## src/rtl/pll_clk_sequencer.sv

```systemverilog
// PLL supervisor: drives the PLL reset, qualifies lock, sequences sys_rst_n and generates clock enables.
// Defining CLKSEQ_TIMEOUT_EN builds a WAIT_LOCK timeout that restarts bring-up after LOCK_TMO cycles.
module pll_clk_sequencer #(
    parameter int NUM_CH      = 3,
    parameter int DIV_W       = 8,
    parameter int PLL_RST_CYC = 16,
    parameter int LOCK_FILT   = 256,
    parameter int RST_HOLD    = 32,
    parameter int LOCK_TMO    = 65536
) (
    input  logic                    clk,
    input  logic                    reset_n,
    input  logic                    pll_lock,
    input  logic                    sw_relock,
    input  logic [NUM_CH*DIV_W-1:0] div,
    input  logic                    div_load,
    output logic                    pll_reset,
    output logic                    sys_rst_n,
    output logic                    ready,
    output logic [NUM_CH-1:0]       ce,
    output logic [7:0]              relock_cnt,
    output logic [1:0]              state
);

    typedef enum logic [1:0] {
        ST_PLL_RST   = 2'd0,
        ST_WAIT_LOCK = 2'd1,
        ST_HOLD      = 2'd2,
        ST_RUN       = 2'd3
    } state_e;

    // One phase counter is shared by PLL_RST, WAIT_LOCK and HOLD, so size it for the longest phase.
    localparam int CNT_A   = (PLL_RST_CYC > LOCK_FILT) ? PLL_RST_CYC : LOCK_FILT;
    localparam int CNT_MAX = (CNT_A > RST_HOLD) ? CNT_A : RST_HOLD;
    localparam int CNT_W   = $clog2(CNT_MAX + 1);

    localparam logic [CNT_W-1:0] RST_LAST  = CNT_W'(PLL_RST_CYC - 1);
    localparam logic [CNT_W-1:0] FILT_LAST = CNT_W'(LOCK_FILT - 1);
    localparam logic [CNT_W-1:0] HOLD_LAST = CNT_W'(RST_HOLD - 1);

    state_e                          state_q, state_d;
    logic [CNT_W-1:0]                cnt_q, cnt_d;
    logic [7:0]                      relock_q, relock_d;
    logic                            sync1_q, lock_s_q;
    logic                            tmo_hit_s;
    logic                            pll_reset_q, sys_rst_n_q, ready_q;
    logic [NUM_CH-1:0]               ce_q, ce_d;
    logic [NUM_CH-1:0][DIV_W-1:0]    shadow_q, shadow_d;
    logic [NUM_CH-1:0][DIV_W-1:0]    act_q, act_d;
    logic [NUM_CH-1:0][DIV_W-1:0]    dcnt_q, dcnt_d;
    logic                            run_stay_s;

    // Two-flop synchroniser for the asynchronous PLL lock
    always_ff @(posedge clk or negedge reset_n) begin
        if (!reset_n) begin
            sync1_q  <= 1'b0;
            lock_s_q <= 1'b0;
        end else begin
            sync1_q  <= pll_lock;
            lock_s_q <= sync1_q;
        end
    end

`ifdef CLKSEQ_TIMEOUT_EN
    localparam int               TMO_W    = $clog2(LOCK_TMO + 1);
    localparam logic [TMO_W-1:0] TMO_LAST = TMO_W'(LOCK_TMO - 1);

    logic [TMO_W-1:0] tmo_q, tmo_d;

    assign tmo_hit_s = (state_q == ST_WAIT_LOCK) && (tmo_q == TMO_LAST);

    // Timeout counter runs only while the FSM stays in WAIT_LOCK
    always_comb begin
        tmo_d = '0;
        if ((state_q == ST_WAIT_LOCK) && (state_d == ST_WAIT_LOCK)) begin
            tmo_d = tmo_q + TMO_W'(1);
        end else begin
            tmo_d = '0;
        end
    end

    // Timeout counter register
    always_ff @(posedge clk or negedge reset_n) begin
        if (!reset_n) begin
            tmo_q <= '0;
        end else begin
            tmo_q <= tmo_d;
        end
    end
`else
    assign tmo_hit_s = 1'b0;
`endif

    // Next-state, phase counter and relock counter
    always_comb begin
        state_d  = state_q;
        cnt_d    = cnt_q;
        relock_d = relock_q;
        case (state_q)
            ST_PLL_RST: begin
                if (cnt_q == RST_LAST) begin
                    state_d = ST_WAIT_LOCK;
                    cnt_d   = '0;
                end else begin
                    cnt_d = cnt_q + CNT_W'(1);
                end
            end
            ST_WAIT_LOCK: begin
                // Qualification wins over a timeout expiring in the same cycle.
                if (sw_relock) begin
                    state_d = ST_PLL_RST;
                    cnt_d   = '0;
                end else if (lock_s_q && (cnt_q == FILT_LAST)) begin
                    state_d = ST_HOLD;
                    cnt_d   = '0;
                end else if (tmo_hit_s) begin
                    state_d = ST_PLL_RST;
                    cnt_d   = '0;
                end else if (lock_s_q) begin
                    cnt_d = cnt_q + CNT_W'(1);
                end else begin
                    cnt_d = '0;
                end
            end
            ST_HOLD: begin
                if (sw_relock || !lock_s_q) begin
                    state_d = ST_PLL_RST;
                    cnt_d   = '0;
                end else if (cnt_q == HOLD_LAST) begin
                    state_d = ST_RUN;
                    cnt_d   = '0;
                end else begin
                    cnt_d = cnt_q + CNT_W'(1);
                end
            end
            ST_RUN: begin
                if (sw_relock || !lock_s_q) begin
                    state_d = ST_PLL_RST;
                end else begin
                    state_d = ST_RUN;
                end
                cnt_d = '0;
            end
            default: begin
                state_d = ST_PLL_RST;
                cnt_d   = '0;
            end
        endcase
        if ((state_d == ST_PLL_RST) && (state_q != ST_PLL_RST) && (relock_q != 8'hFF)) begin
            relock_d = relock_q + 8'd1;
        end else begin
            relock_d = relock_q;
        end
    end

    assign run_stay_s = (state_q == ST_RUN) && (state_d == ST_RUN);

    // Per-channel dividers; a new divide value is adopted only at a wrap or while disabled
    always_comb begin
        shadow_d = shadow_q;
        act_d    = act_q;
        dcnt_d   = '0;
        ce_d     = '0;
        for (int i = 0; i < NUM_CH; i++) begin
            if (div_load) begin
                shadow_d[i] = div[i*DIV_W +: DIV_W];
            end else begin
                shadow_d[i] = shadow_q[i];
            end
            if (act_q[i] == '0) begin
                act_d[i]  = shadow_q[i];
                dcnt_d[i] = '0;
            end else if (run_stay_s) begin
                if (dcnt_q[i] == (act_q[i] - DIV_W'(1))) begin
                    ce_d[i]   = 1'b1;
                    dcnt_d[i] = '0;
                    act_d[i]  = shadow_q[i];
                end else begin
                    dcnt_d[i] = dcnt_q[i] + DIV_W'(1);
                end
            end else begin
                dcnt_d[i] = '0;
            end
        end
    end

    // FSM state, phase counter and registered status outputs
    always_ff @(posedge clk or negedge reset_n) begin
        if (!reset_n) begin
            state_q     <= ST_PLL_RST;
            cnt_q       <= '0;
            relock_q    <= 8'd0;
            pll_reset_q <= 1'b1;
            sys_rst_n_q <= 1'b0;
            ready_q     <= 1'b0;
        end else begin
            state_q     <= state_d;
            cnt_q       <= cnt_d;
            relock_q    <= relock_d;
            pll_reset_q <= (state_d == ST_PLL_RST);
            sys_rst_n_q <= (state_d == ST_RUN);
            ready_q     <= (state_d == ST_RUN);
        end
    end

    // Divider shadow, active value, counter and enable registers
    always_ff @(posedge clk or negedge reset_n) begin
        if (!reset_n) begin
            shadow_q <= '0;
            act_q    <= '0;
            dcnt_q   <= '0;
            ce_q     <= '0;
        end else begin
            shadow_q <= shadow_d;
            act_q    <= act_d;
            dcnt_q   <= dcnt_d;
            ce_q     <= ce_d;
        end
    end

    assign pll_reset  = pll_reset_q;
    assign sys_rst_n  = sys_rst_n_q;
    assign ready      = ready_q;
    assign ce         = ce_q;
    assign relock_cnt = relock_q;
    assign state      = state_q;

endmodule

```

## config.mk

```make
export PLATFORM = sky130hd
export DESIGN_NAME = pll_clk_sequencer
export DESIGN_NICKNAME = d
export VERILOG_FILES = /design/src/rtl/pll_clk_sequencer.sv
export SDC_FILE = /design/constraint.sdc
export NUM_CORES = 1
export LEC_CHECK = 0
export ABC_AREA = 1
export CAP_MARGIN = 20
export CORE_ASPECT_RATIO = 1.75
export CORE_MARGIN = 2
export CORE_UTILIZATION = 45
export DETAILED_ROUTE_END_ITERATION = 10
export PLACE_DENSITY = 0.67
export SKIP_LAST_GASP = 1
export SLEW_MARGIN = 20
export SYNTH_ARGS = -nofsm -noshare
export SYNTH_HDL_FRONTEND = slang
export SYNTH_SLANG_ARGS = --single-unit
```

## constraint.sdc

```tcl
create_clock -name clk -period 2.1 [get_ports clk]
set_clock_uncertainty 0.05 [all_clocks]
set_input_delay 0.315 -clock clk [delete_from_list [all_inputs] [get_ports clk]]
set_output_delay 0.315 -clock clk [all_outputs]
set_load 0.05 [all_outputs]
```

# Yosys cells after proc, flatten, opt, wreduce, memory -nomap -nowiden
# Index checks and enable logic that the tools add are counted.
# Widths: inputs -> output; s select.
totals:
  register_bits: 98
  latch_bits: 0
  mem_bits_rw: 0
  romBits: 0
  inputBits: 29
  out_inout_bits: 16
  wordCells: 98
  memories: 0
op_classes:
  addsub: 8
  mul: 0
  div_mod_pow: 0
  order_cmp: 0
  n_eq_ne: 11
  shifts: 0
  mux: 41
  bitwise: 0
  reduce_logical: 21
op_table:
  columns: ["operator", "n"]
  rows:
  - ["$mux 8", 18]
  - ["$mux 9", 6]
  - ["$pmux 9 s4", 1]
  - ["$add 8x1->8 const B", 4]
  - ["$eq 8x8->1", 3]
  - ["$logic_not 8->1", 3]
  - ["$sub 8x1->8 const B", 3]
  - ["$reduce_bool 2->1", 7]
  - ["$mux 2", 6]
  - ["$add 9x1->9 const B", 1]
  - ["$eq 9x4->1 const B", 1]
  - ["$eq 9x5->1 const B", 1]
  - ["$eq 9x8->1 const B", 1]
  - ["$mux 1", 9]
  - ["$ne 8x8->1 const B", 1]
  - ["$pmux 2 s4", 1]
  - ["$eq 2x2->1 const B", 3]
  - ["$reduce_and 2->1", 3]
  - ["$logic_and 1x1->1", 4]
  - ["$logic_not 2->1", 2]
  - ["$eq 2x1->1 const B", 1]
  - ["$logic_not 1->1", 1]
  - ["$logic_or 1x1->1", 1]

# Depth between registers and ports, before layout
# Gate-level depths: netlist (run 1).
logic_depth:
  word_depth: 9
  ltp_mapped: 16
  mapped_depth_nobuf: 16

# Worst setup path after synthesis (run 1)
# OpenSTA, ideal clock, no wires.
synth_timing:
  path_kind: "register -> register"
  from: "register cnt_q[0]"
  to: "register relock_q[3] (netlist: relock_cnt[3])"
  setup_ns: 0.120
  arrival_ns: 1.965
  t_required_ns: 1.930
  slack_ns: -0.035
  stages_incl_launch_ff: 15
  path_buffers: 0
  period_less_slack_ns: 2.135
  path_cell_list: "dfrtp_1 -> ha_1 -> nand2_1 -> inv_2 -> nand2_2 -> nor2_2 -> nand3_1 -> nor2_1 -> ha_1 -> nand2_1 -> nor3_1 -> nor2_1 -> nand3_2 -> nand2_1 -> nand2_1"
synth_via:
  elab_chain_len: 8
  word_cells_on_any_way: 13
  cone_classes: "3 x eq/ne; 6 x mux; 4 x reduce/logical"
synth_rtl:
  columns: ["element", "line_no", "text"]
  rows:
  - ["from (decl)", "42", "logic [CNT_W-1:0] cnt_q, cnt_d;"]
  - ["from (signal assigned)", "198", "cnt_q <= cnt_d;"]
  - ["$eq 9x8->1", "113", "end else if (lock_s_q && (cnt_q == FILT_LAST)) begin"]
  - ["$logic_and 1x1->1", "113", null]
  - ["$mux 2", "113", null]
  - ["$mux 2", "110", "if (sw_relock) begin"]
  - ["$pmux 2 s4 *", "99", "case (state_q)"]
  - ["$logic_not 2->1 *", "149", "if ((state_d == ST_PLL_RST) && (state_q != ST_PLL_RST) && (relock_q != 8'hFF)) begin"]
  - ["$logic_and 1x1->1 * (2 in series)", "149", null]
  - ["to (signal assigned)", "199", "relock_q <= relock_d;"]
  - ["to (decl)", "43", "logic [7:0] relock_q, relock_d;"]
# Every way passes the cells marked *; elsewhere a longest branch is shown, timed or not.
# A chain may end at the register's enable or synchronous reset.

# Worst setup path after layout (run 1)
# Ends and elaborated chain as after synthesis.

==> results of run 1 <==
cells by family after synthesis:
logic type	after synthesis
and+or+nand+nor	371
DFF	98
buffers and inverters	87
xor gates and xnor gates	30
muxes	24
AOI/OAI and AO/OA	19
adders and majority gates	9
registers in the layout (all words and copies together), names as in the netlist:
signal      flops
shadow_q       24
sync1_q         1
pll_reset       1
cnt_q           9
ready           1
dcnt_q         24
ce              3
relock_cnt      8
lock_s_q        1
act_q          24
state           2
placed cells by master (no fill, tap or decap), drive strengths merged, types with 10 or more instances in the layout:
| master | instances |
|---|---|
| xnor2 | 13 |
| nor3 | 15 |
| nand4 | 12 |
| xor2 | 17 |
| clkbuf | 10 |
| dfrtp | 97 |
| inv | 83 |
| mux2 | 24 |
| clkdlybuf4s50 | 43 |
| nor2 | 74 |
| buf | 19 |
| nand3 | 91 |
| nand2 | 165 |
| o21ai | 10 |
per-layer routing:
metal | GRT usage, % | share of wire (%)
met2 | 36.5 | 55
met5 | 0 | 0
met4 | 9.14 | 2.8
met1 | 21.8 | 38
met3 | 3.63 | 3.4
worst max-delay path by stage:
stage / end / depth (start not counted) / slack (ns) / from
CTS: cnt_q[8] / 16 / 0.01 / cnt_q[0]
floorplan: relock_cnt[3] / 15 / 0.02 / cnt_q[0]
finish: relock_cnt[3] / 15 / 0.006 / cnt_q[0]
detailed placement: relock_cnt[0] / 14 / -0.11 / cnt_q[0]
global route: cnt_q[3] / 16 / -0.15 / cnt_q[1]
global placement: relock_cnt[2] / 14 / -0.002 / cnt_q[0]
cell usage after synthesis (11+ instances only):
master	instances	area, sq um
nand2_1	153	574
inv_1	70	263
nor3_1	11	55.1
nor2_1	63	236
mux2_2	24	270
nand3_1	82	410
xor2_1	17	149
nand2_2	11	68.8
dfrtp_1	97	2430
inv_2	12	45.0
xnor2_1	13	114
nand4_1	11	68.8
cell type report:
class                           count  area [sq um]  share of cell area, %
Inverter                           83           314                   4.79
Multi-Input combinational cell    453          2700                   41.2
Clock inverter                      5          63.8                  0.973
Clock buffer                       10           239                   3.65
Tap cell                          135           169                   2.58
Sequential cell                    98          2450                   37.4
Timing Repair Buffer               63           617                   9.41
repair_timing:
action	4_1_cts	5_1_grt
hold buffers	1	0
setup buffers	5	4
pin swaps	1	11
endpoints found under the hold margin	55	0
gates resized for setup	0	46
gates cloned	0	1
endpoints found under the setup margin	10	64
power groups by stage:
stage / combinational [mW] / sequential (mW) / clock (mW)
after global placement: 3.70 / 2.69 / 0
after floorplan: 2.89 / 2.73 / 0
after detailed placement: 3.85 / 2.70 / 0
final: 4.25 / 2.68 / 1.67
after CTS: 3.95 / 2.66 / 1.72
after global routing: 4.80 / 2.74 / 1.78
metrics by stage:
step	setup WS (ns)	cells	utilization (%)	hold slack (ns)
after global placement	-0.00171	821	51.8	0.275
after detailed placement	-0.110	821	51.8	0.277
after global routing	-0.150	847	56.6	0.316
final	0.00618	847	56.6	0.309
after CTS	0.0103	842	54.8	0.312
after floorplan	0.0240	638	-	-0.0306
==> flow_summary.ini, run 1 <==
[status]
status = finished clean

[sta]
setup_tns_ns = 0
fmax_ghz = 0.478
setup-violations-final = 0
slew_headroom_pct = 65.2
hold_viol_final = 0
fin_crit_ns = 2.09
rsz0062_at_grt = yes
slew_violations = 0
worst_pin_slew_ns = 0.520
fin_crit_sh_pct = 99.7

[worst_setup_path]
r2r_start = cnt_q[0]
slowest_stage = dfrtp_1
path_class = register to register
slowest_delay_ns = 0.36
crit_family = simple AND/OR/NAND/NOR gates
r2r_end = relock_cnt[3]
critPathRequiredTime_ns = 2.29
rr_worst_depth = 15
crit_chain = ha_2 -> nand2_2 -> inv_2 -> nand2_4 -> nor2_4 -> nand3_2 -> nor2_2 -> ha_2 -> nand2_2 -> nand3_2 -> nand3_2 -> nor2_4 -> nand3_4 -> nand2_1 -> nand2_1
reg2reg_setup_slack_ns = 0.006
endpoint_kind = register
crit_fanout = 8
crit_buf_inv = 1
worst_ep_arrival_time_ns = 2.28
worstSetupStartpointType = register
crit_top_cell = nand3_2

[cells_and_area]
fin_area_sq_mm = 0.00656
drive_gt1_share_pct = 20.2
synthToLayoutAreaGrowth_pct = 23.1
antenna_cells = 0
final_nets = 746
fillers = 1045

[detailed_routing]
drt_iter0_drc = 159
dr.pass1.iters = 4
wl_um = 11900
wire_per_inst_um = 14.0
ant_nets = 0
vias = 4449
drcViolationCount = 0
drt-vias-per-instance = 5.25

[flow_run]
max_cap_viol_count = 0

[place]
globalplace.congestion = 0.861
hpwl_um = 8760
dpl_cell_area_sq_mm = 0.00600
io_buffers = 44

[synthesis]
synth_compound_area_share_pct = 2.49
synth-simple-area-share_pct = 33.1
ys_ff_latch = 98
synth_top_family_by_area = simple AND/OR/NAND/NOR gates
synth_fa_ha_area_share_pct = 2.11
yosys-mux-area-fraction_pct = 5.08
synth_ff_type = dfrtp_1
ys_seq_area_share_pct = 46.1
synthCells = 638
synth_nets = 676
ys.warnings.count = 0
synthArstFlopShare_pct = 100
syn_avg_cell_area_sq_um = 8.35
synth_xor_area_share_pct = 4.93
yosysUniqueCellTypes = 40
synth_edf_count = 0
synth_area_sq_mm = 0.00533

[die]
die_h_um = 148
fp-row-count = 52
core_sq_mm = 0.0116
initial_utilization_pct = 46.0
die_x_um = 86.2
die_area_sq_mm = 0.0128
pin_count = 45

[worst_hold_path]
worstHoldPathCells = 0
hp-class = register to register
holdCritStartpoint = sync1_q
hold_path_end = lock_s_q

[clock_tree]
clk_latency_ns = 0.35
clkTransAtPathRegs_ns = 0.06
numCtsBuffers = 9
h-tree-depth = 3
cts_tree = done
clockBufferDepth = 2
clock-root-buffer = clkbuf_16
clock_sinks = 98

[pwr]
ir_drop_uv = 578
totalPowerFinal_mw = 8.61
comb_power_share_pct = 49.4
leakage_nw = 3.19
intPower_mw = 4.76
powerDensity_mw_per_mm2 = 1310
pwr-share-seq_pct = 31.1
p_switching_mw = 3.85
sw_frac_of_total_pct = 44.7
p_clk_share_pct = 19.4

[global_routing]
grt_max_degree = 57
grt_pass1_vias = 4515
grt_usage_pct = 19.9
antenna_found_initial = 0
grt_pass1_wl_um = 20300
grt-ovfl-total = 0
Note: power is estimated with default switching activity, not from simulation.
==> inputs of run 2 (changes only) <==
--- a/config.mk
+++ b/config.mk
@@ -11,6 +11,7 @@
 export CORE_MARGIN = 2
 export CORE_UTILIZATION = 45
 export DETAILED_ROUTE_END_ITERATION = 10
+export GPL_TIMING_DRIVEN = 0
 export PLACE_DENSITY = 0.67
 export SKIP_LAST_GASP = 1
 export SLEW_MARGIN = 20
==> run 2 against run 1 <==
The flow now finishes with violations (negative setup slack). Register-to-register slack about the same. Combinational power down 2%. Count of clock-buffer cells in the layout increased by 2. Highest routed layer unchanged. Largest power group unchanged. Sequential cell count unchanged. Fmax down 0.59%. Cell area down 0.74%. Utilization decreased by 0.42 points. Sequential power hardly changed. Final cell count rose by 0.35%. First-iteration DRC count rose by 8.2%.
==> flow_summary.ini, run 2 (synthesis results as in run 1) <==
[detailed_routing]
ant_nets = 0
drcViolationCount = 0
wl_um = 11500
wire_per_inst_um = 13.6
drt_iter0_drc = 172
vias = 4378
dr.pass1.iters = 4
drt-vias-per-instance = 5.15

[worst_hold_path]
hp-class = register to register
holdCritStartpoint = sync1_q

[clock_tree]
h-tree-depth = 3
clockBufferDepth = 2
cts_tree = done
clkTransAtPathRegs_ns = 0.06
clock-root-buffer = clkbuf_16
clk_latency_ns = 0.34
clock_sinks = 98
numCtsBuffers = 9

[die]
fp-row-count = 52
initial_utilization_pct = 46.0
die_h_um = 148
core_sq_mm = 0.0116
pin_count = 45
die_area_sq_mm = 0.0128
die_x_um = 86.2

[sta]
slew_violations = 0
fin_crit_ns = 2.11
setup-violations-final = 1
fmax_ghz = 0.475
rsz0062_at_grt = yes
fin_crit_sh_pct = 100
whs_ns = 0.302
setup_tns_ns = -0.00615
worst_pin_slew_ns = 0.930
setup_ws_ns = -0.00615
slew_headroom_pct = 37.7
hold_viol_final = 0

[status]
status = finished, violations left
violations = negative setup slack

[pwr]
powerDensity_mw_per_mm2 = 1320
sw_frac_of_total_pct = 43.5
p_switching_mw = 3.74
ir_drop_uv = 623
pwr-share-seq_pct = 31.1
leakage_nw = 3.19
p_clk_share_pct = 20.4
intPower_mw = 4.86
comb_power_share_pct = 48.5

[global_routing]
grt_usage_pct = 19.2
grt-ovfl-total = 0
grt_max_degree = 56
grt_pass1_wl_um = 19600
grt_pass1_vias = 4408
antenna_found_initial = 0

[worst_setup_path]
cp-startpoint = cnt_q[0]
endpoint = cnt_q[6]
critPathRequiredTime_ns = 2.29
r2r_start = cnt_q[0]
worstSetupStartpointType = register
rr_worst_depth = 16
reg2reg_setup_slack_ns = -0.006
endpoint_kind = register
path_class = register to register
crit_fanout = 6
worst_ep_arrival_time_ns = 2.29
r2r_end = cnt_q[6]

[cells_and_area]
utilization_pct = 56.2
multi_input_area_sq_mm = 0.00263
fillers = 1004
fin_cells = 850
layout_commonest_cell = nand2_1
synthToLayoutAreaGrowth_pct = 22.2
mostFrequentLayoutCells = 150 x nand2_1, 96 x dfrtp_1, 77 x nand3_1
regArea_sq_mm = 0.00245
final_nets = 748
drive_gt1_share_pct = 18.9
reg_top3 = act_q (24), dcnt_q (24), shadow_q (24)
antenna_cells = 0

[place]
globalplace.congestion = 0.880
hpwl_um = 8620
io_buffers = 43
dp.cells = 817
place_ws_ns = -0.444

[flow_run]
max_cap_viol_count = 0
run 2: worst min path at each step:
stage                   end  slack, ns  depth (start not counted)
2_1_floorplan      act_q[0]      -0.03                          0
3_3_place_gp       lock_s_q       0.29                          0
3_5_place_dp   shadow_q[18]       0.22                          1
4_1_cts            lock_s_q       0.31                          0
5_1_grt            lock_s_q       0.32                          0
6_report           lock_s_q       0.30                          0
run 2: area by class of cell:
type / instances / area share [%]
inverter: 83 / 4.83
tap: 135 / 2.60
clock buffer: 12 / 3.79
sequential: 98 / 37.7
timing repair buffer: 61 / 9.11
buffer: 4 / 0.327
multi-input combinational: 453 / 40.5
clock inverter: 4 / 1.15
run 2: through the flow:
step / total power, mW / instance area, sq um
2_1_floorplan: 5.63 / 5330
3_3_place_gp: 6.33 / 5930
3_5_place_dp: 6.51 / 5960
4_1_cts: 8.46 / 6430
5_1_grt: 9.32 / 6510
6_report: 8.61 / 6510
run 2: worst max-delay path: stages (launching register included):
cell	delay [ns]
dfrtp_1	0.36
ha_2	0.19
nand2_2	0.05
inv_2	0.08
nand2_4	0.06
nor2_4	0.10
nand3_2	0.09
nor2_2	0.10
ha_2	0.17
nand2_2	0.07
nand3_2	0.08
nor2_1	0.04
a21oi_1	0.16
o21ai_2	0.14
buf_4	0.16
nand3_1	0.06
inv_1	0.04
run 2: power groups by stage:
stage / clock network [mW] / logic (mW) / registers, mW
5_1_grt: 1.87 / 4.73 / 2.73
6_report: 1.76 / 4.17 / 2.67
3_5_place_dp: 0 / 3.81 / 2.70
2_1_floorplan: 0 / 2.89 / 2.73
4_1_cts: 1.79 / 4.00 / 2.66
3_3_place_gp: 0 / 3.66 / 2.68
run 2: routing by layer:
layer  vias to the layer above  track usage [%]  routed length, um
met5                         -                0                  0
met4                         0             6.02                147
met3                        12             3.46                358
met2                        57             37.2               6580
met1                      2107             20.3               4450
li1                       2202                -                  -
run 2: timing repair:
item / in CTS / in global routing
setup buffers: 11 / 5
gates cloned: 0 / 0
hold buffers: 1 / 0
endpoints found under the setup margin: 19 / 43
pin swaps: 14 / 7
endpoints found under the hold margin: 43 / 0
gates resized for setup: 13 / 14
==> inputs of run 3 (changes only) <==
--- a/config.mk
+++ b/config.mk
@@ -10,6 +10,7 @@
 export CORE_ASPECT_RATIO = 1.75
 export CORE_MARGIN = 2
 export CORE_UTILIZATION = 45
+export CTS_BUF_LIST = sky130_fd_sc_hd__clkbuf_8
 export DETAILED_ROUTE_END_ITERATION = 10
 export GPL_TIMING_DRIVEN = 0
 export PLACE_DENSITY = 0.67
@@ -18,3 +19,4 @@
 export SYNTH_ARGS = -nofsm -noshare
 export SYNTH_HDL_FRONTEND = slang
 export SYNTH_SLANG_ARGS = --single-unit
+export TNS_END_PERCENT = 10
==> run 3 against run 2 <==
The run still ends with negative setup slack left. Worst setup slack gained 0.0050 ns. Count of clock-buffer cells in the layout shrank 2. Critical path depth is the same. Cell area shrank 1.7%. Final cell count shrank 0.24%. Total power shrank 6.1%. Largest cell class unchanged. Largest power group unchanged.
==> flow_summary.ini, run 3 (synthesis results as in run 1) <==
[clock_tree]
clock_sinks = 98
clk_latency_ns = 0.36
clock-root-buffer = clkbuf_8
clkTransAtPathRegs_ns = 0.09
cts_tree = done
numCtsBuffers = 9
h-tree-depth = 3
clockBufferDepth = 2

[detailed_routing]
wl_um = 11500
dr.pass1.iters = 5
wire_per_inst_um = 13.6
drt_iter0_drc = 171
drt-vias-per-instance = 5.14
drcViolationCount = 0
vias = 4357
ant_nets = 0

[sta]
fin_crit_sh_pct = 100
setup-violations-final = 2
worst_pin_slew_ns = 0.566
fmax_ghz = 0.476
setup_ws_ns = -0.00112
fin_crit_ns = 2.10
slew_headroom_pct = 62.1
rsz0062_at_grt = yes
slew_violations = 0
hold_viol_final = 0

[cells_and_area]
final_nets = 746
fillers = 1023
utilization_pct = 55.3
mostFrequentLayoutCells = 145 x nand2_1, 97 x dfrtp_1, 78 x nand3_1
antenna_cells = 0
reg_top3 = act_q (24), dcnt_q (24), shadow_q (24)
layout_commonest_cell = nand2_1
drive_gt1_share_pct = 18.9
synthToLayoutAreaGrowth_pct = 20.2

[die]
pin_count = 45
fp-row-count = 52
core_sq_mm = 0.0116
die_area_sq_mm = 0.0128
initial_utilization_pct = 46.0
die_h_um = 148
die_x_um = 86.2

[flow_run]
max_cap_viol_count = 0

[place]
hpwl_um = 8620
io_buffers = 43
place_ws_ns = -0.444
globalplace.congestion = 0.880

[pwr]
powerDensity_mw_per_mm2 = 1260
ir_drop_uv = 615
totalPowerFinal_mw = 8.08
leakage_nw = 3.15

[status]
violations = negative setup slack
status = finished, violations left

[worst_setup_path]
worst_ep_arrival_time_ns = 2.31
crit_fanout = 6
worstSetupStartpointType = register
endpoint_kind = register
rr_worst_depth = 16
critPathRequiredTime_ns = 2.31
path_class = register to register

[global_routing]
grt_max_degree = 56
antenna_found_initial = 0
grt_pass1_vias = 4333
grt_pass1_wl_um = 19600
grt_usage_pct = 19.1
grt-ovfl-total = 0

[worst_hold_path]
hp-class = register to register
worstHoldPathCells = 0
[run 3: cell types whose count changed in the layout (fill, tap and decap cells not counted), moves of 4 or more]
cell and change:
clkbuf_8 +9, clkbuf_16 -9, inv_1 +4, nand2_1 -5, nand2_2 +4
[run 3: path summary, 6_finish.rpt]
kind                           from            to  slack, ns
setup / recovery           cnt_q[0]      cnt_q[5]     -0.001
hold / removal              sync1_q      lock_s_q       0.31
setup reg to reg           cnt_q[0]      cnt_q[5]     -0.001
hold reg to reg             sync1_q      lock_s_q       0.31
max in group asynchronous   reset_n     pll_reset       0.97
min in group asynchronous   reset_n  shadow_q[18]       0.37
[run 3: final cells by class]
class	count	area [sq um]	area share (%)
inverter	83	312	4.87
sequential	98	2450	38.3
tap	135	169	2.64
buffer	4	21.3	0.332
multi-input combinational	453	2650	41.3
clock inverter	6	82.6	1.29
timing repair buffer	59	578	9.03
clock buffer	10	138	2.15
[run 3: critical path, stage by stage (launching register included)]
cell,delay (ns)
dfrtp_1,0.37
ha_2,0.19
nand2_2,0.05
inv_2,0.08
nand2_4,0.06
nor2_4,0.10
nand3_2,0.09
nor2_2,0.10
ha_2,0.19
nand2_4,0.06
nand3_4,0.07
nor2_1,0.04
a21oi_1,0.15
o21ai_2,0.14
buf_4,0.16
nand3_1,0.06
inv_1,0.04
[run 3: stage by stage]
stage	instance area (sq um)	std cells	hold WS (ns)	TNS [ns]
6_report	6400	848	0.309	-0.00135
2_1_floorplan	5330	638	-0.0306	0
5_1_grt	6400	848	0.323	-2.88
4_1_cts	6320	845	0.313	-0.176
3_3_place_gp	5930	816	0.285	-288.95
3_5_place_dp	5960	817	0.215	-4.85
[run 3: what timing repair did]
action | 4_1_cts | 5_1_grt
gates cloned | 0 | 0
endpoints found under the setup margin | 20 | 45
hold buffers | 1 | 0
endpoints found under the hold margin | 43 | 0
buffers inserted | 11 | 3
resized for setup | 13 | 15
pin swaps | 9 | 6
[run 3: routing by layer]
layer | up-vias | global-route usage [%] | part of all wire, %
li1 | 2189 | - | -
met1 | 2107 | 20.6 | 40
met2 | 52 | 37.3 | 57
met3 | 9 | 3.29 | 2.4
met4 | 0 | 5.16 | 1.0
met5 | - | 0 | 0
[run 3: report_power, final]
group | leakage, nW | switching, mW | internal [mW] | total [mW]
Clock | 0.111 | 0.648 | 0.695 | 1.34
Sequential | 1.27 | 0.411 | 2.26 | 2.67
Combinational | 1.76 | 2.58 | 1.49 | 4.07
